## src/rtl/ifetch_pkg.sv

```systemverilog
// ifetch_pkg
// Shared constants and types for the instruction fetch stage.
//   ADDR_W        : program counter / instruction memory address width
//   INSTR_W       : instruction word width
//   NOP           : word shown to the cpu when the prefetch buffer is empty
//                   and IFETCH_NOP_FILL_EN is defined
//   fetch_state_t : fetch FSM states
package ifetch_pkg;

   localparam int ADDR_W  = 8;
   localparam int INSTR_W = 12;
   localparam logic [INSTR_W-1:0] NOP = 12'h000;

   // S_IDLE : no request outstanding
   // S_WAIT : request outstanding, returned word will be kept
   // S_DROP : request outstanding, returned word is stale and discarded
   typedef enum logic [1:0] {
      S_IDLE = 2'd0,
      S_WAIT = 2'd1,
      S_DROP = 2'd2
   } fetch_state_t;

endpackage

```

## src/rtl/ifetch_fifo.sv

```systemverilog
// ifetch_fifo
// Prefetch buffer between the instruction memory and the cpu.
// DEPTH x INSTR_W register array with head/tail pointers and an occupancy
// count. DEPTH must be a power of two so the pointers wrap naturally.
// Ports:
//   clk, rst_n  : clock, asynchronous active-low reset
//   flush       : synchronous clear; wins over push and pop
//   push        : write push_data at the tail
//   push_data   : word to write
//   pop         : advance the head; ignored when empty
//   head_data   : word at the head (meaningful only when count != 0)
//   count       : number of stored words, 0..DEPTH
module ifetch_fifo
   import ifetch_pkg::*;
#(
   parameter int DEPTH = 4
) (
   input  logic                         clk,
   input  logic                         rst_n,
   input  logic                         flush,
   input  logic                         push,
   input  logic [INSTR_W-1:0]           push_data,
   input  logic                         pop,
   output logic [INSTR_W-1:0]           head_data,
   output logic [$clog2(DEPTH+1)-1:0]   count
);

   localparam int PTR_W = $clog2(DEPTH);
   localparam int CNT_W = $clog2(DEPTH+1);
   localparam logic [CNT_W-1:0] FULL_CNT = CNT_W'(DEPTH);

   logic [INSTR_W-1:0] mem [DEPTH];
   logic [PTR_W-1:0]   head;
   logic [PTR_W-1:0]   tail;
   logic               pop_ok;
   logic               push_ok;

   // A pop on an empty buffer is dropped. A push is only taken while a slot
   // is free, counting the slot freed by a simultaneous pop.
   assign pop_ok  = pop && (count != '0);
   assign push_ok = push && ((count != FULL_CNT) || pop_ok);

   assign head_data = mem[head];

   // Storage, pointers and count. Flush only rewinds the pointers and count;
   // the stale words left in the array are never visible because count is 0.
   always_ff @(posedge clk or negedge rst_n) begin
      if (!rst_n) begin
         head  <= '0;
         tail  <= '0;
         count <= '0;
         for (int i = 0; i < DEPTH; i++) begin
            mem[i] <= NOP;
         end
      end else if (flush) begin
         head  <= '0;
         tail  <= '0;
         count <= '0;
      end else begin
         if (push_ok) begin
            mem[tail] <= push_data;
            tail      <= tail + PTR_W'(1);
         end
         if (pop_ok) begin
            head <= head + PTR_W'(1);
         end
         case ({push_ok, pop_ok})
            2'b10:   count <= count + CNT_W'(1);
            2'b01:   count <= count - CNT_W'(1);
            default: count <= count;
         endcase
      end
   end

endmodule

```

## src/rtl/instr_fetch.sv

```systemverilog
// instr_fetch
// Instruction fetch stage feeding the cpu. Walks an 8-bit program counter
// over a req/ack instruction memory (one request outstanding at most) and
// buffers returned words in a DEPTH-entry prefetch FIFO. A redirect pulse
// flushes the buffer and restarts fetch at redirect_addr; a request already
// in flight at that moment is completed and its word thrown away.
// Configuration macro: IFETCH_NOP_FILL_EN
//   defined   : instruction_bus shows NOP (12'h000) whenever the buffer is empty
//   undefined : instruction_bus keeps the last head word when empty
// Ports:
//   clk, rst_n      : clock, asynchronous active-low reset
//   imem_req        : fetch request, held until imem_ack
//   imem_addr       : fetch address, stable while imem_req is high
//   imem_ack        : memory accepts the request, imem_data valid same cycle
//   imem_data       : returned instruction word
//   instruction_bus : FIFO head word to the cpu
//   instr_valid     : instruction_bus holds a real instruction
//   instr_ready     : cpu consumes the head when instr_valid is high
//   redirect        : one-cycle pulse, flush and refetch
//   redirect_addr   : new program counter, sampled with redirect
module instr_fetch
   import ifetch_pkg::*;
#(
   parameter int DEPTH = 4
) (
   input  logic               clk,
   input  logic               rst_n,
   output logic               imem_req,
   output logic [ADDR_W-1:0]  imem_addr,
   input  logic               imem_ack,
   input  logic [INSTR_W-1:0] imem_data,
   output logic [INSTR_W-1:0] instruction_bus,
   output logic               instr_valid,
   input  logic               instr_ready,
   input  logic               redirect,
   input  logic [ADDR_W-1:0]  redirect_addr
);

   localparam int CNT_W = $clog2(DEPTH+1);
   localparam logic [CNT_W-1:0] FULL_CNT = CNT_W'(DEPTH);

   fetch_state_t       state;
   fetch_state_t       next_state;
   logic [ADDR_W-1:0]  pc;
   logic [ADDR_W-1:0]  next_pc;
   logic               push;
   logic               pop_ok;
   logic [CNT_W-1:0]   count;
   logic [CNT_W-1:0]   count_after;
   logic [INSTR_W-1:0] head_data;

   assign instr_valid = (count != '0);

   // A redirect flushes the buffer, so a pop in the same cycle has no effect.
   assign pop_ok = instr_valid && instr_ready && !redirect;

   ifetch_fifo #(
      .DEPTH(DEPTH)
   ) u_fifo (
      .clk       (clk),
      .rst_n     (rst_n),
      .flush     (redirect),
      .push      (push),
      .push_data (imem_data),
      .pop       (pop_ok),
      .head_data (head_data),
      .count     (count)
   );

   // Next-state logic. A new request is only started while a slot is free,
   // and after a push we keep requesting only if the buffer still has room
   // once this cycle's pop is accounted for; this is what guarantees the
   // FIFO never sees a push while full. A redirect always lands in pc, and
   // an outstanding request becomes a stale one (S_DROP) unless it is acked
   // in the same cycle.
   always_comb begin
      next_state  = state;
      next_pc     = pc;
      push        = 1'b0;
      count_after = pop_ok ? count : count + CNT_W'(1);
      case (state)
         S_IDLE: begin
            if (!redirect && (count < FULL_CNT)) begin
               next_state = S_WAIT;
            end
         end
         S_WAIT: begin
            if (redirect) begin
               next_state = imem_ack ? S_IDLE : S_DROP;
            end else if (imem_ack) begin
               push       = 1'b1;
               next_pc    = pc + ADDR_W'(1);
               next_state = (count_after < FULL_CNT) ? S_WAIT : S_IDLE;
            end
         end
         S_DROP: begin
            if (imem_ack) begin
               next_state = S_IDLE;
            end
         end
         default: begin
            next_state = S_IDLE;
         end
      endcase
      if (redirect) begin
         next_pc = redirect_addr;
      end
   end

   // State, pc and the registered memory interface. imem_addr is only
   // reloaded when entering or staying in S_WAIT, so during S_DROP it keeps
   // the address of the stale request until that request is acked.
   always_ff @(posedge clk or negedge rst_n) begin
      if (!rst_n) begin
         state     <= S_IDLE;
         pc        <= '0;
         imem_req  <= 1'b0;
         imem_addr <= '0;
      end else begin
         state    <= next_state;
         pc       <= next_pc;
         imem_req <= (next_state != S_IDLE);
         if (next_state == S_WAIT) begin
            imem_addr <= next_pc;
         end
      end
   end

`ifdef IFETCH_NOP_FILL_EN
   assign instruction_bus = instr_valid ? head_data : NOP;
`else
   logic [INSTR_W-1:0] last_head;

   // Remember the head word while the buffer is non-empty so the bus keeps
   // showing the last word once the buffer drains.
   always_ff @(posedge clk or negedge rst_n) begin
      if (!rst_n) begin
         last_head <= NOP;
      end else if (instr_valid) begin
         last_head <= head_data;
      end
   end

   assign instruction_bus = instr_valid ? head_data : last_head;
`endif

endmodule

```

## config.mk

```make
export PLATFORM = sky130hd
export DESIGN_NAME = instr_fetch
export DESIGN_NICKNAME = d
export VERILOG_FILES = /design/src/rtl/ifetch_pkg.sv /design/src/rtl/ifetch_fifo.sv /design/src/rtl/instr_fetch.sv
export SDC_FILE = /design/constraint.sdc
export NUM_CORES = 1
export LEC_CHECK = 0
export ABC_AREA = 1
export CORE_MARGIN = 4
export CORE_UTILIZATION = 50
export DETAILED_ROUTE_END_ITERATION = 16
export PLACE_DENSITY = 0.72
export SLEW_MARGIN = 20
export SYNTH_ARGS = -nofsm -noshare
export SYNTH_HDL_FRONTEND = slang
export SYNTH_SLANG_ARGS = --single-unit
```

## constraint.sdc

```tcl
create_clock -name clk -period 2 [get_ports clk]
set_clock_uncertainty 0.15 [all_clocks]
set_input_delay 0.3 -clock clk [delete_from_list [all_inputs] [get_ports clk]]
set_output_delay 0.3 -clock clk [all_outputs]
set_load 0.005 [all_outputs]
```

== After elaboration in Yosys (flattened, before gate mapping) ==
Index checks and enable logic that the tools add are counted.

* Add/subtract/negate cells: 5
* Order comparisons: 5
* Bitwise operators: 3
* Eq/ne operators: 6
* Muxes and demuxes: 27
* Reduce and logical (&&, ||, !) cells: 15

{| class="wikitable"
|+ Operator list
! cell !! number
|-
| $bwmux 48 || 1
|-
| $mux 12 || 4
|-
| $bmux 12 s2 || 1
|-
| $demux 12 s2 || 1
|-
| $mux 8 || 3
|-
| $mux 2 || 9
|-
| $add 8x1->8 const B || 1
|-
| $eq 2x1->1 const B || 3
|-
| $ge 3x3->1 const B || 2
|-
| $logic_and 1x1->1 || 6
|-
| $lt 3x3->1 const B || 2
|-
| $mux 3 || 2
|-
| $not 2->3 || 2
|-
| $pmux 2 s3 || 1
|-
| $pmux 3 s2 || 1
|-
| $reduce_bool 2->1 || 3
|-
| $reduce_bool 3->1 || 2
|-
| $add 2x1->2 const B || 2
|-
| $eq 2x2->1 const B || 2
|-
| $mux 1 || 4
|-
| $add 3x1->3 const B || 1
|-
| $lt 3x1->1 const B || 1
|-
| $ne 3x3->1 const B || 1
|-
| $sub 3x1->3 const B || 1
|-
| other kinds (5) || 5
|}

* Word-level logic and storage cells: 73
* Bits in registers: 86
* Output and inout bits: 22
* Input bits: 25

== Depth between registers and ports, before layout ==
* Depth after elaboration: 10
* Gate-level depth with buffers: 11
* Depth with buffers taken out: 11

== Cells and area by module ==
A second synthesis with hierarchy kept.

* Cell total of the unflattened synthesis: 465
* Area, all modules: 4,060.1 sq um

{| class="wikitable"
|+ By module, submodules not included
! module !! instances !! cells each !! seq. area each (sq um) !! area each (sq um)
|-
| ifetch_fifo || 1 || 291 || 1,376.3 || 2,665.1
|-
| instr_fetch || 1 || 174 || 775.7 || 1,395.1
|}

== Least setup slack after synthesis ==
No wires, ideal clock.

* Path kind: reg-to-output
* Start point: register u_fifo.count[0]
* End point: output port instruction_bus[10]
* Arrival time: 1,264 ps
* Cell stages (with the launch flop): 7
* Path buffers: 1
* Data required time: 1,550 ps
* Path slack: 286 ps
* Cell sequence: dfrtp_1 inv_1 ha_1 nand2_4 clkbuf_1 nor2_1 a31oi_1

* Cells in the longest elaborated chain, start to end: 2

{| class="wikitable"
|+ RTL lines
! element !! line !! RTL
|-
| start, declared || ifetch_fifo.sv:25 || <nowiki>output logic [$clog2(DEPTH+1)-1:0] count</nowiki>
|-
| start signal, assigned || ifetch_fifo.sv:68 || <nowiki>2'b10: count <= count + CNT_W'(1);</nowiki>
|-
| start signal, assigned || ifetch_fifo.sv:69 || <nowiki>2'b01: count <= count - CNT_W'(1);</nowiki>
|-
| start signal, assigned || ifetch_fifo.sv:70 || <nowiki>default: count <= count;</nowiki>
|-
| $reduce_bool 3->1 || instr_fetch.sv:52 || <nowiki>assign instr_valid = (count != '0);</nowiki>
|-
| $mux 12 || - ||
|-
| end, declared || instr_fetch.sv:32 || <nowiki>output logic [INSTR_W-1:0] instruction_bus,</nowiki>
|}

No other way between the ends.

== Worst setup path after layout ==
* Start point: register u_fifo.count[1]
* End point: output port instruction_bus[6]

The elaborated chain is that of the path after synthesis.

==> flow_summary_export.csv <==
group,metric,value,unit
logic_synthesis,synth-edff-count,0,
global_route,grt_pass1_wl,17000,um
sta,clock.fmax,461,MHz
finish,fillCellCount,635,
global_route,overflow,0,
logic_synthesis,synth.net_count,500,
logic_synthesis,ys_async_sr_fraction,100,%
logic_synthesis,yosysUniqueCellTypes,29,
clock_network,clockBufferDepth,2,
clock_network,tritoncts,"built",
finish,antenna_cells,0,
sta,fin_crit_sh,109,%
place,hpwl,6210,um
logic_synthesis,synth-seq-cells,86,
run_status,violations,"negative setup slack",
logic_synthesis,yosys_warnings,0,
drt,drcViolationCount,0,
finish,final_cell_mix,"nand2_1 (114), dfrtp_1 (85), nor2_1 (55)",
setup_path,startpoint_type,"flip-flop",
run,maxCapViolations,0,
drt,wl,9980,um
sta,tightestPinTransition,0.465,ns
global_route,grt_pass1_vias,3557,
sta,hold_viol,0,
power_and_ir_drop,leakagePower,2.50,nW
sta,rsz0062_at_grt,"yes",
place,dp_slack,-0.204,ns
clock_network,clock-sinks,86,
sta,setup_viol,20,
power_and_ir_drop,ir_drop,0.911,mV
global_route,grt_start_max_net_pins,36,
power_and_ir_drop,powerDensity,1370,nW/um^2
run_status,outcome,"finished with violations",
setup_path,arrival,1.72,ns
finish,area_growth,31.5,%
logic_synthesis,synth_area_per_cell,8.66,sq um
setup_path,path_cells,"inv_2 > ha_4 > buf_12 > nand2_4 > nor2_4 > a31oi_4 > clkdlybuf4s15_2",
global_route,antenna_found_initial,0,
place,port_buffers,46,
drt,via_count,3431,
die,die_w,98.0,um
drt,top_layer,"met4",
sta,period_minus_slack,2.17,ns
finish,layout_commonest_cell,"nand2_1",
sta,setup_ws,-0.171,ns
die,boundaryPins,47,
drt,drt_first_iter_violations,247,
drt,vias_per_cell,5.25,
place,place_congestion,0.864,
die,row_count,32,
drt,wire_per_inst,15.3,um
die,dieArea,9600,sq um
sta,slew_headroom,69.0,%
setup_path,critPathBufInv,3,
setup_path,critPathKind,"reg2out",
finish,drive_above_1_share,23.8,%
drt,firstDrtPassIters,4,
drt,ant_nets,0,
sta,maxSlewViolCount,0,
die,dieHeight,98.0,um
setup_path,cp_max_fo,6,
setup_path,cpLargestDelayFamily,"buffers and inverters",
clock_network,numCtsBuffers,9,
setup_path,endpoint_kind,"primary output",
logic_synthesis,syn-cell-area,4050,sq um
power_and_ir_drop,finalPower,7.29,mW
drt,wl_met3,430,um
drt,wl_met2,5060,um
logic_synthesis,synth_ff_type,"dfrtp_1",
die,core,7810,sq um
drt,detail_route.wirelength.met1,4270,um
clock_network,clk_latency,0.35,ns
clock_network,htree_levels,3,
setup_path,slowest_stage,"dfrtp_1",
logic_synthesis,ys_seq_area_share,53.2,%
clock_network,path_clk_slew,0.09,ns
finish,nNetsFinal,581,
clock_network,clockRootBuffer,"clkbuf_8",
logic_synthesis,synth_cells,467,
worst_hold_path,hold_class,"in2async",
die,start_util,51.8,%
setup_path,required,1.55,ns
setup_path,crit_path_max_incr_delay,0.38,ns
global_route,track_usage,21.8,%
-- power breakdown --
group	total (mW)	switching [mW]	internal [mW]
Sequential	2.57	0.327	2.24
Combinational	3.30	1.70	1.60
Clock	1.42	0.609	0.812
-- layer usage --
metal	vias to the layer above	global-route usage, %
li1	1667	-
met3	15	3.71
met2	86	37.0
met5	-	0
met4	0	8.41
met1	1663	27.9
-- logic make-up after synthesis --
family / Yosys count / share of synthesized area, %
simple gates: 213 / 22.8
compound gates: 102 / 14.2
flops: 86 / 53.2
buf+inv: 57 / 7.08
fa+ha+maj: 8 / 2.47
xor+xnor: 1 / 0.216
-- cells in the mapped netlist (3+ instances only) --
cell type,number,area [sq um]
nand2_1,114,428
dfrtp_1,86,2150
nor2_1,67,251
o21ai_0,38,190
o21ai_1,35,175
inv_1,34,128
a31oi_1,13,81.3
nand3_1,13,65.1
o21ai_2,13,114
buf_6,8,90.1
ha_1,8,100
clkbuf_1,7,26.3
nand2_4,6,67.6
buf_2,4,20.0
a21oi_1,3,15.0
-- what timing repair did --
| item | CTS | global route |
|---|---|---|
| setup endpoints to repair | 23 | 26 |
| resized for setup | 97 | 10 |
| setup buffers | 6 | 6 |
| gates cloned | 3 | 0 |
| hold buffers | 1 | 0 |
| pin swaps | 6 | 4 |
| endpoints found under the hold margin | 31 | 0 |
-- path summary, 6_finish.rpt --
| kind | slack, ns | cells past startpoint | startpoint | end |
|---|---|---|---|---|
| setup / recovery | -0.17 | 7 | u_fifo.count[1] | instruction_bus[6] |
| hold / removal | 0.29 | 2 | rst_n | u_fifo.count[1] |
| setup reg to reg | -0.07 | 12 | u_fifo.count[1] | imem_addr[5] |
| hold reg to reg | 0.33 | 2 | imem_addr[7] | imem_addr[7] |
| max in group asynchronous | 0.77 | 3 | rst_n | last_head[2] |
| min in group clk | 0.33 | 2 | imem_addr[7] | imem_addr[7] |
-- final cells by class --
cell class              count  area (sq um)  area share (%)
flip-flops and latches     86          2150            40.5
multi-input cells         327          1890            35.6
repair buffers             86           772            14.5
inverters                  38           153            2.87
well taps                 102           128            2.40
clock buffers               9           124            2.33
clock inverters             5           100            1.88
-- sequential cells by signal, summed over array words and instances, names as in the netlist --
name          flops
pc                8
u_fifo.head       2
u_fifo.mem       48
state             2
last_head        12
imem_addr         8
imem_req          1
u_fifo.count      3
u_fifo.tail       2
-- metrics by stage --
| step | utilization, % | instance area (sq um) | setup TNS [ns] | hold slack, ns | cells |
|---|---|---|---|---|---|
| 6_report | 68.2 | 5320 | -1.69 | 0.285 | 653 |
| 5_1_grt | 68.2 | 5320 | -3.79 | 0.325 | 653 |
| 4_1_cts | 67.1 | 5240 | -1.49 | 0.304 | 647 |
| 3_5_place_dp | 60.3 | 4710 | -2.18 | 0.134 | 623 |
| 3_3_place_gp | 60.3 | 4710 | -1.09 | 0.128 | 623 |
| 2_1_floorplan | - | 4050 | 0 | -0.146 | 467 |
Power figures use the tool's default switching activity.
